--- config.mk ---
export PLATFORM = sky130hd
export DESIGN_NAME = ukp_port_sched
export DESIGN_NICKNAME = d
export VERILOG_FILES = /design/src/rtl/ukp_port_sched.sv
export SDC_FILE = /design/constraint.sdc
export NUM_CORES = 1
export LEC_CHECK = 0
export ABC_CLOCK_PERIOD_IN_PS = 10200
export BUFFER_PORTS_ARGS = -buffer_cell sky130_fd_sc_hd__buf_2
export CORE_MARGIN = 1.5
export CORE_UTILIZATION = 45
export DETAILED_ROUTE_END_ITERATION = 6
export PLACE_DENSITY_LB_ADDON = 0.25
export REMOVE_ABC_BUFFERS = 1
export SYNTH_ARGS = -nofsm -noshare
export SYNTH_HDL_FRONTEND = slang
export SYNTH_SLANG_ARGS = --single-unit
--- constraint.sdc ---
create_clock -name usbclk -period 10.2 [get_ports usbclk]
set_input_delay 2.04 -clock usbclk [delete_from_list [all_inputs] [get_ports usbclk]]
set_output_delay 2.04 -clock usbclk [all_outputs]
set_load 0.01 [all_outputs]
--- src/rtl/ukp_port_sched.sv ---
// Sequencing controller for a ukp USB low-speed host core: reset/enum/run
// supervision with exponential backoff, and frame-to-report assembly.
module ukp_port_sched #(
    parameter int RST_HOLD        = 1200,
    parameter int ENUM_TIMEOUT    = 12000000,
    parameter int STALE_TIMEOUT   = 2400000,
    parameter int BACKOFF_BASE    = 120000,
    parameter int BACKOFF_MAX_EXP = 3
) (
    input  logic        usbclk,
    input  logic        usbrst,
    output logic        core_rst_n,
    input  logic        ukprdy,
    input  logic        ukpstb,
    input  logic [7:0]  ukpdat,
    input  logic        vidpid,
    input  logic        conerr,
    output logic        rpt_valid,
    input  logic        rpt_ready,
    output logic [63:0] rpt_data,
    output logic [3:0]  rpt_len,
    output logic [31:0] vid_pid,
    output logic        vid_pid_valid,
    output logic        link_up,
    output logic [1:0]  state,
    output logic [3:0]  retry_cnt,
    output logic [7:0]  drop_cnt
);

    typedef enum logic [1:0] {
        S_RESET   = 2'd0,
        S_ENUM    = 2'd1,
        S_RUN     = 2'd2,
        S_BACKOFF = 2'd3
    } state_t;

    localparam logic [23:0] RST_LIM   = 24'(RST_HOLD - 1);
    localparam logic [23:0] ENUM_LIM  = 24'(ENUM_TIMEOUT - 1);
    localparam logic [23:0] STALE_LIM = 24'(STALE_TIMEOUT - 1);
    localparam logic [23:0] BO_BASE   = 24'(BACKOFF_BASE);
    localparam logic [3:0]  BO_EXP    = 4'(BACKOFF_MAX_EXP);

    state_t      cur_state;
    state_t      nxt_state;
    logic [23:0] timer;
    logic        tmr_clr;

    logic        rdy_q;
    logic        rdy_p;
    logic        stb_q;
    logic        stb_p;
    logic [7:0]  dat_q;

    logic [3:0]  idx;
    logic [3:0]  base_idx;
    logic [7:0]  cap [8];
    logic [63:0] cap_flat;

    logic        active;
    logic        rdy_rise;
    logic        rdy_fall;
    logic        stb_rise;
    logic        done;

    logic [3:0]  bo_shift;
    logic [23:0] bo_lim;

    assign active   = (cur_state == S_ENUM) || (cur_state == S_RUN);
    assign rdy_rise = rdy_q & ~rdy_p;
    assign rdy_fall = ~rdy_q & rdy_p;
    assign stb_rise = stb_q & ~stb_p & rdy_q;
    assign done     = active & rdy_fall & (idx != 4'd0);
    assign base_idx = rdy_rise ? 4'd0 : idx;

    assign cap_flat = {cap[7], cap[6], cap[5], cap[4],
                       cap[3], cap[2], cap[1], cap[0]};

    // retry_cnt already holds the post-increment value while in backoff
    assign bo_shift = (retry_cnt > BO_EXP) ? BO_EXP : retry_cnt;
    assign bo_lim   = (BO_BASE << bo_shift) - 24'd1;

    assign state   = cur_state;
    assign link_up = (cur_state == S_RUN);

    always_comb begin
        nxt_state = cur_state;
        tmr_clr   = 1'b0;
        case (cur_state)
            S_RESET: begin
                if (timer == RST_LIM)
                    nxt_state = S_ENUM;
            end
            S_ENUM: begin
                if (done)
                    nxt_state = S_RUN;
                else if (timer == ENUM_LIM)
                    nxt_state = S_BACKOFF;
            end
            S_RUN: begin
                if (conerr)
                    nxt_state = S_BACKOFF;
                else if (done)
                    tmr_clr = 1'b1;
                else if (timer == STALE_LIM)
                    nxt_state = S_BACKOFF;
            end
            S_BACKOFF: begin
                if (timer == bo_lim)
                    nxt_state = S_RESET;
            end
            default: nxt_state = S_RESET;
        endcase
    end

    always_ff @(posedge usbclk) begin
        if (usbrst) begin
            cur_state <= S_RESET;
            timer     <= '0;
        end else begin
            cur_state <= nxt_state;
            if ((nxt_state != cur_state) || tmr_clr)
                timer <= '0;
            else
                timer <= timer + 24'd1;
        end
    end

    always_ff @(posedge usbclk) begin
        if (usbrst) begin
            rdy_q <= 1'b0;
            rdy_p <= 1'b0;
            stb_q <= 1'b0;
            stb_p <= 1'b0;
            dat_q <= '0;
        end else begin
            rdy_q <= ukprdy;
            rdy_p <= rdy_q;
            stb_q <= ukpstb;
            stb_p <= stb_q;
            dat_q <= ukpdat;
        end
    end

    // Outside enum/run any partial frame is dropped
    always_ff @(posedge usbclk) begin
        if (usbrst || !active) begin
            idx <= '0;
            for (int k = 0; k < 8; k++)
                cap[k] <= '0;
        end else begin
            if (rdy_rise) begin
                idx <= '0;
                for (int k = 0; k < 8; k++)
                    cap[k] <= '0;
            end
            if (stb_rise && (base_idx < 4'd8)) begin
                cap[base_idx[2:0]] <= dat_q;
                idx <= base_idx + 4'd1;
            end
        end
    end

    always_ff @(posedge usbclk) begin
        if (usbrst) begin
            rpt_valid <= 1'b0;
            rpt_data  <= '0;
            rpt_len   <= '0;
            drop_cnt  <= '0;
        end else if (done) begin
            rpt_valid <= 1'b1;
            rpt_data  <= cap_flat;
            rpt_len   <= idx;
            if (rpt_valid && !rpt_ready && (drop_cnt != 8'hFF))
                drop_cnt <= drop_cnt + 8'd1;
        end else if (rpt_valid && rpt_ready) begin
            rpt_valid <= 1'b0;
        end
    end

    always_ff @(posedge usbclk) begin
        if (usbrst) begin
            core_rst_n <= 1'b0;
            retry_cnt  <= '0;
        end else begin
            core_rst_n <= active;
            if ((nxt_state == S_BACKOFF) && (cur_state != S_BACKOFF)) begin
                if (retry_cnt != 4'hF)
                    retry_cnt <= retry_cnt + 4'd1;
            end else if ((nxt_state == S_RUN) && (cur_state != S_RUN)) begin
                retry_cnt <= '0;
            end
        end
    end

    always_ff @(posedge usbclk) begin
        if (usbrst) begin
            vid_pid       <= '0;
            vid_pid_valid <= 1'b0;
        end else if (cur_state == S_RESET) begin
            vid_pid_valid <= 1'b0;
        end else if (active && vidpid) begin
            vid_pid       <= {cap[3], cap[2], cap[1], cap[0]};
            vid_pid_valid <= 1'b1;
        end
    end

endmodule
== Word level (Yosys, flattened, before mapping) ==
Memories as Yosys holds them, arrays and structs flattened. A register that Yosys moved wholly into a read port is not among the register bits.
Cells that the tools add are included.
Word-level totals
  RAM bits: 64
  output and inout port bits: 118
  input bits: 15
  bits in registers: 157
  memories: 1
  logic and storage cells: 114
Memory list
  cap: depth 8, width 8, read ports 8, clocked after memory_dff 4, wr ports 9, RTL line 56  | logic [7:0] cap [8];
Operators by class
  order comparisons: 2
  equal/unequal tests: 15
  bitwise gates (word level): 18
  multiplexer cells: 35
  add/sub/neg operators: 5
  reductions and logical operators: 21
  shifts and indexed selects: 1
Operators with widths (count)
  $mux 8: 8
  $add 24x1->24 const B: 1
  $eq 24x11->1 const B: 1
  $eq 24x22->1 const B: 1
  $eq 24x24->1: 1
  $eq 24x24->1 const B: 1
  $mux 4: 6
  $shl 17x4->24 const A: 1
  $sub 24x1->24 const B: 1
  $mux 2: 7
  $mux 1: 13
  $add 4x1->4 const B: 2
  $add 8x1->8 const B: 1
  $eq 2x2->1 const B: 4
  $ne 8x8->1 const B: 1
  $or 1x1->1: 8
  $pmux 2 s4: 1
  $logic_and 1x1->1: 7
  $and 1x1->1: 6
  $reduce_and 2->1: 3
  $gt 4x2->1 const B: 1
  $lt 4x4->1 const B: 1
  $ne 2x2->1 const B: 2
  $ne 4x4->1 const B: 1
  10 further kinds: 18

== Logic depth before layout (Yosys ltp) ==
Gate-level depths: netlist of the first run.
  word-level depth: 11
  mapped depth: 15
  mapped depth without buffers: 12

== Least setup slack after synthesis of the first run ==
Ideal clock, no wire load.
  kind: input port to flip-flop
  start: input port usbrst
  end: memory cap[4][0] (enable)
  required time: 9.865 ns
  cell stages on the path: 6
  path slack: 6.558 ns
  arrival time: 3.308 ns
  path through: inv_1 -> nand2_1 -> inv_1 -> nand2_1 -> nor4_1 -> nand2b_1
RTL lines
  start: declaration: RTL line 11  | input logic usbrst,
  end: declaration: RTL line 56

==> results.ini, run 1 <==
[power]
p_leak_nw=4.21
power.density_nw_per_um2=172
peakVddDrop_uv=135

[synth]
yosysWarnings=0
syn_area_sq_um=8740
synthFlopType=dfxtp_1
syn_avg_cell_area_sq_um=9.47
synthDistinctLibCells=51
yosysTopAreaCell=dfxtp_1
ys_ff_latch=221
synthCells=923
synth_area_leaders=dfxtp_1 (36%), edfxtp_1 (22%), nand2_1 (9.8%)
synth_top_cell_area_share=0.360
synth_edf_count=64
yosysSeqAreaShare=0.580
ys_async_sr_fraction=0

[final_layout]
stdcell_area_sq_um=10400
syn2layout_area_growth_pct=18.9
mostFrequentLayoutCell=nand2_1
fillCellCount=1747
layout_common_cells=nand2_1 (227), dfxtp_1 (157), buf_2 (131)
multiInputGateArea_sq_um=3440
final_nets=1065
antenna_cells=0
layout-drive-gt1-share=0.181
seqCellArea_sq_um=5060
stdcell_count=1312

[sta]
finClkSkew_ns=0.0106
fin_crit_ns=4.09
drv_slew=0
hold_slack_ns=0.450
max_clock_freq_mhz=245
tns_ns=0
grt_setup_unrepaired=false
fin_crit_sh=0.401
max_slew_margin=0.288
hold_violations=0
worst_slew_pin_slew_ns=1.06
setup_viol=0

[setup_path]
critPathKind=input pin to flip-flop
cp_slowest_cell=nor4_1
arrival_ns=4.26
critical-path-top-delay-family=simple AND/OR/NAND/NOR gates
worst-path-buf-inv=3
endpoint_kind=flip-flop
crit_chain=buf_4 > inv_1 > nand2_1 > inv_1 > nand2_1 > nor4_1 > nand2b_1
max_stage_delay_ns=0.74
cp-start-kind=input pin
r2r-start=retry_cnt[2]$_SDFFE_PP0P_
required_ns=10.38
rr_worst_depth=12
critPathMaxFanout=73
r2r_slack_ns=6.39
reg2reg_to=timer[11]$_SDFF_PP0_
crit_start=usbrst

[placed_design]
placed_cells=1271
place_congestion=0.850
place_area_sq_um=9590
hpwl_um=13400
numPortBuffers=132

[floorplan]
die_y_um=142
row_count=50
start_util=0.462
die_x_um=142
die_area_sq_um=20300
ios=133
design.core.area_sq_um=18900

[global_route]
track_usage=0.200
antenna_found_initial=0
grt_pass1_vias=6101
grt_pass1_wl_um=32300
grt_start_max_net_pins=74
grt_overflow=0

[clock_network]
cts.sinks=221
clk_path_buf_depth=3
cts_setup_buffers=0
hold_buffers=0
cts_root_buffer=clkbuf_16
cts_buffers=23
clkLatencyLatePin_ns=0.51
cts_resized=0
clkTransAtPathRegs_ns=0.06
htree_levels=1
cts_tree=built

[hold_path]
min_to=vid_pid[4]$_SDFFE_PP0P_
whs_path_depth=2
min_path_type=flip-flop to flip-flop
hold_start=vid_pid[4]$_SDFFE_PP0P_

[routing]
vias=6663
drtAntennaViolNets=0
drtIter0Drc=335
avgRoutedWirePerCell_um=15.2
wl_um=20000
post-route-drc-count=0
avgViaCountPerCell=5.08
dr.pass1.iters=4

[status]
status=complete, no violations

[flow_run]
maxCapViolations=0

per-stage QoR:
stage | power (mW) | utilization | setup slack, ns
after global routing | 1.84 | 0.550 | 5.70
after CTS | 1.80 | 0.550 | 6.11
after global placement | 0.945 | 0.508 | 5.70
after detailed placement | 0.945 | 0.508 | 5.58
after floorplan | 0.929 | - | 5.09
final | 1.79 | 0.550 | 6.11
cells in the mapped netlist (3+ instances only):
cell and number:
a21oi_1 104, a22oi_1 4, a31o_2 3, a31oi_1 3, and2_1 65, and3_1 5
buf_1 3, clkbuf_1 44, dfxtp_1 157, edfxtp_1 64, ha_1 14, inv_1 13
mux2i_1 3, nand2_1 227, nand2b_1 8, nand3_1 14, nand4_1 11, nand4b_1 6
nor2_1 54, nor2b_1 13, nor3_1 9, nor4_1 6, o21ai_0 15, o31ai_1 3
or3_1 3, or3_2 3, or4_1 3, xnor2_1 16, xor2_1 22
routing by layer:
| layer | global-route usage | vias to the layer above | part of all wire | routed length (um) |
|---|---|---|---|---|
| met5 | 0 | - | 0 | 0 |
| met4 | 0.0445 | 0 | 0.017 | 342 |
| met3 | 0.0313 | 27 | 0.056 | 1120 |
| met2 | 0.323 | 184 | 0.45 | 9010 |
| met1 | 0.285 | 3109 | 0.48 | 9530 |
| li1 | - | 3343 | - | - |
cell families (layout without fill, tap and decap cells):
| kind of cell | after synthesis | in the layout | synth area share |
|---|---|---|---|
| adder cells (fa/ha/maj) | 14 | 14 | 0.0200 |
| AND/OR/NAND/NOR | 437 | 437 | 0.234 |
| buffers and inverters | 64 | 193 | 0.0282 |
| AO/OA/AOI/OAI | 145 | 145 | 0.0948 |
| multiplexers | 4 | 4 | 0.00473 |
| flip-flops | 221 | 221 | 0.580 |
| XOR/XNOR | 38 | 38 | 0.0381 |
flip-flops by register name (all words and copies together), names as in the netlist:
signal         count
retry_cnt          4
idx                4
cap               64
timer             24
drop_cnt           8
rpt_len            4
stb_q              1
dat_q              8
rdy_q              1
vid_pid_valid      1
stb_p              1
rpt_valid          1
rpt_data          64
state              2
vid_pid           32
rdy_p              1
core_rst_n         1
worst max-delay path by stage:
stage,cells after the start,end,slack (ns)
finish,7,cap[2][1]$_SDFFCE_PN0P_,6.11
global route,7,cap[4][1]$_SDFFCE_PN0P_,5.70
CTS,7,cap[2][0]$_SDFFCE_PN0P_,6.11
detailed placement,7,cap[2][1]$_SDFFCE_PN0P_,5.58
global placement,7,cap[4][3]$_SDFFCE_PN0P_,5.70
floorplan,6,timer[10]$_SDFF_PP0_,5.09
area by class of cell:
type                            count  share of cell area
Inverter                           14             0.00506
Tap cell                          260              0.0313
Multi-Input combinational cell    638               0.331
Clock inverter                      6             0.00819
Timing Repair Buffer              138              0.0682
Clock buffer                       35              0.0685
Sequential cell                   221               0.488
power breakdown:
part | internal (mW) | switching [mW] | total [mW]
Clock | 0.531 | 0.333 | 0.864
Combinational | 0.00524 | 0.0128 | 0.0180
Sequential | 0.901 | 0.00648 | 0.908
worst min-delay path: cells and delay by family (launching register included):
kind	cells	cell delay, ns
DFF	1	0.30
AOI/OAI and AO/OA	1	0.05
and+or+nand+nor	1	0.05
(Power assumes the default switching activity.)
==> run 2: changes to the inputs <==
--- a/config.mk
+++ b/config.mk
@@ -5,7 +5,7 @@
 export SDC_FILE = /design/constraint.sdc
 export NUM_CORES = 1
 export LEC_CHECK = 0
-export ABC_CLOCK_PERIOD_IN_PS = 10200
+export ABC_CLOCK_PERIOD_IN_PS = 4300
 export BUFFER_PORTS_ARGS = -buffer_cell sky130_fd_sc_hd__buf_2
 export CORE_MARGIN = 1.5
 export CORE_UTILIZATION = 45
==> constraint.sdc (replaced) <==
create_clock -name usbclk -period 4.3 [get_ports usbclk]
set_input_delay 0.86 -clock usbclk [delete_from_list [all_inputs] [get_ports usbclk]]
set_output_delay 0.86 -clock usbclk [all_outputs]
set_load 0.01 [all_outputs]
==> run 2 against run 1 <==
  * Non-clock buffer count up 5
  * First-iteration DRC count up 13%
  * Register-to-register slack worse by 5.8 ns
  * Utilization up 0.15 points
  * Wire length about the same
  * Total power up 140%
  * Via count up 0.93%
  * Clock power up 140%
  * Clock skew up 0.0030 ns
  * Cell count up 0.46%
  * Sequential power up 140%
  * Die area unchanged
  * Critical path type is now flip-flop to flip-flop
  * Critical endpoint is now retry_cnt[1]$_SDFFE_PP0P_
  * Highest routed layer unchanged
==> results.ini, run 2 (synthesis results as in run 1) <==
[power]
intPower_mw=3.38
p_leak_nw=4.23
p_sw_uw=854
p_comb_frac=0.010
clkPwrFrac=0.481
p_seq_frac=0.509
peakVddDrop_uv=209
switching_share=0.202
power.density_nw_per_um2=407
total_power_mw=4.24

[global_route]
track_usage=0.197
antenna_found_initial=0
grt_pass1_vias=6186
grt_start_max_net_pins=94
grt_pass1_wl_um=31800
grt_overflow=0

[sta]
drv_slew=0
hold_slack_ns=0.448
worst_slew_pin_slew_ns=1.06
fin_crit_sh=0.868
tns_ns=0
max_slew_margin=0.283
finClkSkew_ns=0.0136
hold_violations=0
setup_viol=0
grt_setup_unrepaired=false
fin_crit_ns=3.73
max_clock_freq_mhz=268

[setup_path]
worst-path-buf-inv=2
reg2reg_to=retry_cnt[1]$_SDFFE_PP0P_
r2r-start=retry_cnt[2]$_SDFFE_PP0P_
r2r_slack_ns=0.57
critPathKind=flip-flop to flip-flop
cp-start-kind=flip-flop
arrival_ns=4.13
endpoint_kind=flip-flop
critPathMaxFanout=11
cp_slowest_cell=or3_2
crit_start=retry_cnt[2]$_SDFFE_PP0P_
critical-path-top-delay-family=compound AO/OA/AOI/OAI gates
rr_worst_depth=12
required_ns=4.70
max_stage_delay_ns=0.52
crit_chain=or3_2 > inv_1 > ha_1 > inv_1 > ha_1 > xor2_1 > nand4_1 > a2111o_1 > o41a_1 > a311o_2 > a32o_1 > a32o_1

[placed_design]
placed_cells=1276
hpwl_um=13200
numPortBuffers=132
place_congestion=0.888

[clock_network]
cts.sinks=221
cts_root_buffer=clkbuf_16
clkLatencyLatePin_ns=0.51
cts_tree=built
hold_buffers=0
htree_levels=1
cts_buffers=24
cts_resized=0
cts_setup_buffers=0
clk_path_buf_depth=3
clkTransAtPathRegs_ns=0.06

[routing]
avgRoutedWirePerCell_um=15.2
avgViaCountPerCell=5.10
post-route-drc-count=0
vias=6725
wl_um=20000
drtAntennaViolNets=0
drtIter0Drc=379
dr.pass1.iters=4

[floorplan]
die_y_um=142
design.core.area_sq_um=18900
die_x_um=142
row_count=50
start_util=0.462
ios=133
die_area_sq_um=20300

[final_layout]
syn2layout_area_growth_pct=19.2
mostFrequentLayoutCell=nand2_1
finalCoreUtilization=0.551
stdcell_count=1318
antenna_cells=0
layout_common_cells=nand2_1 (227), dfxtp_1 (157), buf_2 (131)
reg_top3=cap: 64 flops, rpt_data: 64 flops, vid_pid: 32 flops
layout-drive-gt1-share=0.182
fillCellCount=1767
final_nets=1071

[hold_path]
min_path_type=flip-flop to flip-flop
min_to=vid_pid[19]$_SDFFE_PP0P_
hold_start=vid_pid[19]$_SDFFE_PP0P_
whs_path_depth=2

[status]
status=complete, no violations

[flow_run]
maxCapViolations=0

[run 2: cell count changes in the layout (fill, tap and decap cells not counted), moves of 2 or more]
cell	change
clkbuf_8	-6
clkinv_8	+2
clkinv_2	+3
buf_4	+5
clkbuf_1	+3
[run 2: per-stage QoR]
stage | instance area [sq um] | worst slack [ns]
5_1_grt | 10400 | 0.427
6_report | 10400 | 0.569
2_1_floorplan | 8540 | -0.809
3_5_place_dp | 9630 | 0.608
3_3_place_gp | 9630 | 0.686
4_1_cts | 10400 | 0.573
[run 2: power groups by stage]
stage | logic, mW | registers, mW | clock network, mW
floorplan | 0.0136 | 2.19 | 0
global placement | 0.0441 | 2.20 | 0
detailed placement | 0.0440 | 2.20 | 0
CTS | 0.0442 | 2.16 | 2.07
global route | 0.0489 | 2.16 | 2.17
finish | 0.0441 | 2.16 | 2.04
[run 2: per-layer routing]
metal	share of wire	track usage	wire length, um	vias up
met3	0.063	0.0310	1260	24
met1	0.48	0.279	9650	3159
met2	0.44	0.312	8780	201
met4	0.015	0.0570	297	0
met5	0	0	0	-
li1	-	-	-	3341
[run 2: cell type report]
| type | count | area [sq um] | area share |
|---|---|---|---|
| clock buffer | 32 | 641 | 0.0615 |
| inverter | 14 | 52.6 | 0.00505 |
| timing repair buffer | 143 | 746 | 0.0716 |
| clock inverter | 10 | 146 | 0.0141 |
| tap | 260 | 325 | 0.0312 |
| multi-input combinational | 638 | 3440 | 0.330 |
| sequential | 221 | 5060 | 0.486 |
[run 2: how the worst max path moves through the flow]
stage,slack (ns),depth (start not counted),to
final,0.57,12,retry_cnt[1]$_SDFFE_PP0P_
after global routing,0.43,12,retry_cnt[1]$_SDFFE_PP0P_
after CTS,0.57,12,retry_cnt[1]$_SDFFE_PP0P_
after detailed placement,0.61,12,retry_cnt[1]$_SDFFE_PP0P_
after global placement,0.69,12,retry_cnt[1]$_SDFFE_PP0P_
after floorplan,-0.81,6,timer[10]$_SDFF_PP0_
[run 2: tightest hold or removal path, delay by kind of cell (launching register included)]
family	cells	cell delay, ns
DFF	1	0.30
AOI/OAI and AO/OA	1	0.05
and+or+nand+nor	1	0.05
==> run 3: changes to the inputs <==
--- a/config.mk
+++ b/config.mk
@@ -10,7 +10,8 @@
 export CORE_MARGIN = 1.5
 export CORE_UTILIZATION = 45
 export DETAILED_ROUTE_END_ITERATION = 6
-export PLACE_DENSITY_LB_ADDON = 0.25
+export MAX_ROUTING_LAYER = met4
+export PLACE_DENSITY = 0.68
 export REMOVE_ABC_BUFFERS = 1
 export SYNTH_ARGS = -nofsm -noshare
 export SYNTH_HDL_FRONTEND = slang
==> run 3 against run 2 <==
  * Flip-flop and latch count is the same
  * First-iteration DRC count grew 10%
  * Final area shrank 0.22%
  * Largest cell class unchanged
  * Largest power group unchanged
==> results.ini, run 3 (synthesis results as in run 1) <==
[final_layout]
layout-drive-gt1-share=0.186
antenna_cells=0
syn2layout_area_growth_pct=18.9
final_nets=1071
mostFrequentLayoutCell=nand2_1
finalCoreUtilization=0.550
reg_top3=cap: 64 flops, rpt_data: 64 flops, vid_pid: 32 flops
stdcell_area_sq_um=10400
layout_common_cells=nand2_1 (227), dfxtp_1 (157), buf_2 (131)
stdcell_count=1319

[setup_path]
critical-path-top-delay-family=compound AO/OA/AOI/OAI gates
r2r_slack_ns=0.60
r2r-start=retry_cnt[2]$_SDFFE_PP0P_
critPathKind=flip-flop to flip-flop
crit_chain=or3_2 > inv_1 > ha_1 > inv_1 > ha_1 > xor2_1 > nand4_1 > a2111o_1 > o41a_1 > a311o_2 > a32o_1 > a32o_1
reg2reg_to=retry_cnt[1]$_SDFFE_PP0P_
cp-start-kind=flip-flop
critPathMaxFanout=11
cp_slowest_cell=or3_2
arrival_ns=4.10
max_stage_delay_ns=0.53
rr_worst_depth=12
required_ns=4.70
worst-path-buf-inv=2
endpoint_kind=flip-flop

[global_route]
grt_pass1_wl_um=32500
grt_overflow=0
grt_pass1_vias=6223
track_usage=0.209
antenna_found_initial=0
grt_start_max_net_pins=86

[routing]
avgViaCountPerCell=5.04
drtIter0Drc=418
post-route-drc-count=0
drtAntennaViolNets=0
vias=6654
wl_um=20500
avgRoutedWirePerCell_um=15.5
dr.pass1.iters=5

[floorplan]
design.core.area_sq_um=18900
die_area_sq_um=20300
row_count=50
die_x_um=142
start_util=0.462
ios=133
die_y_um=142

[status]
status=complete, no violations

[clock_network]
cts.sinks=221
clk_path_buf_depth=3
cts_tree=built
cts_buffers=23
cts_resized=0
clkLatencyLatePin_ns=0.51
cts_setup_buffers=0
cts_root_buffer=clkbuf_16
htree_levels=1
clkTransAtPathRegs_ns=0.06
hold_buffers=0

[sta]
hold_slack_ns=0.451
fin_crit_ns=3.70
finClkSkew_ns=0.00670
max_clock_freq_mhz=270
drv_slew=0
max_slew_margin=0.261
worst_slew_pin_slew_ns=1.10
grt_setup_unrepaired=false
fin_crit_sh=0.861
setup_viol=0
hold_violations=0

[hold_path]
min_to=vid_pid[12]$_SDFFE_PP0P_
hold_start=vid_pid[12]$_SDFFE_PP0P_
whs_path_depth=2
min_path_type=flip-flop to flip-flop

[placed_design]
hpwl_um=13400
place_congestion=0.896
place_area_sq_um=9630
placed_cells=1277
numPortBuffers=132

[flow_run]
maxCapViolations=0

[power]
total_power_mw=4.17
power.density_nw_per_um2=401
peakVddDrop_uv=261
p_leak_nw=4.23

[run 3: cell types whose count changed in the layout (fill, tap and decap cells not counted)]
cell	change
clkinv_1	-1
buf_4	+1
clkinv_8	-2
bufinv_16	-2
clkbuf_16	-1
clkinvlp_4	+1
clkbuf_8	+6
inv_6	+1
clkbuf_1	-2
[run 3: worst min-delay path, stage by stage (launching register included)]
cell	delay, ns
dfxtp_1	0.30
nand2_1	0.05
a21oi_1	0.05
[run 3: report_power, final]
part           internal (mW)  total [mW]  switching (mW)
Clock                   1.17        1.97           0.802
Sequential              2.14        2.15          0.0168
Combinational         0.0136      0.0455          0.0319
Total                   3.32        4.17           0.850
[run 3: per-stage QoR]
step	setup TNS (ns)	worst slack (ns)
finish	0	0.600
global route	0	0.405
CTS	0	0.596
global placement	0	0.698
detailed placement	0	0.609
floorplan	-23.48	-0.809
[run 3: cell type report]
cell class                 count  area (sq um)
sequential                   221          5060
tap                          260           325
multi-input combinational    638          3440
timing repair buffer         144           753
inverter                      14          52.6
clock buffer                  35           691
clock inverter                 7          66.3
fill                        1746          8500
[run 3: worst max-delay path by stage]
stage,from,end,slack [ns],cells after the start
after floorplan,idx[0]$_SDFF_PP0_,timer[10]$_SDFF_PP0_,-0.81,6
after global placement,retry_cnt[1]$_SDFFE_PP0P_,retry_cnt[1]$_SDFFE_PP0P_,0.70,12
after detailed placement,retry_cnt[2]$_SDFFE_PP0P_,retry_cnt[1]$_SDFFE_PP0P_,0.61,12
after CTS,retry_cnt[2]$_SDFFE_PP0P_,retry_cnt[1]$_SDFFE_PP0P_,0.60,12
after global routing,retry_cnt[2]$_SDFFE_PP0P_,retry_cnt[1]$_SDFFE_PP0P_,0.41,12
final,retry_cnt[2]$_SDFFE_PP0P_,retry_cnt[1]$_SDFFE_PP0P_,0.60,12
[run 3: metal layers]
layer | vias to the layer above | track usage | routed length, um | share of wire
met5 | - | - | 0 | 0
met4 | 0 | 0.0548 | 380 | 0.019
met3 | 25 | 0.0320 | 1110 | 0.054
met2 | 190 | 0.326 | 9250 | 0.45
met1 | 3090 | 0.287 | 9750 | 0.48
li1 | 3349 | - | - | -
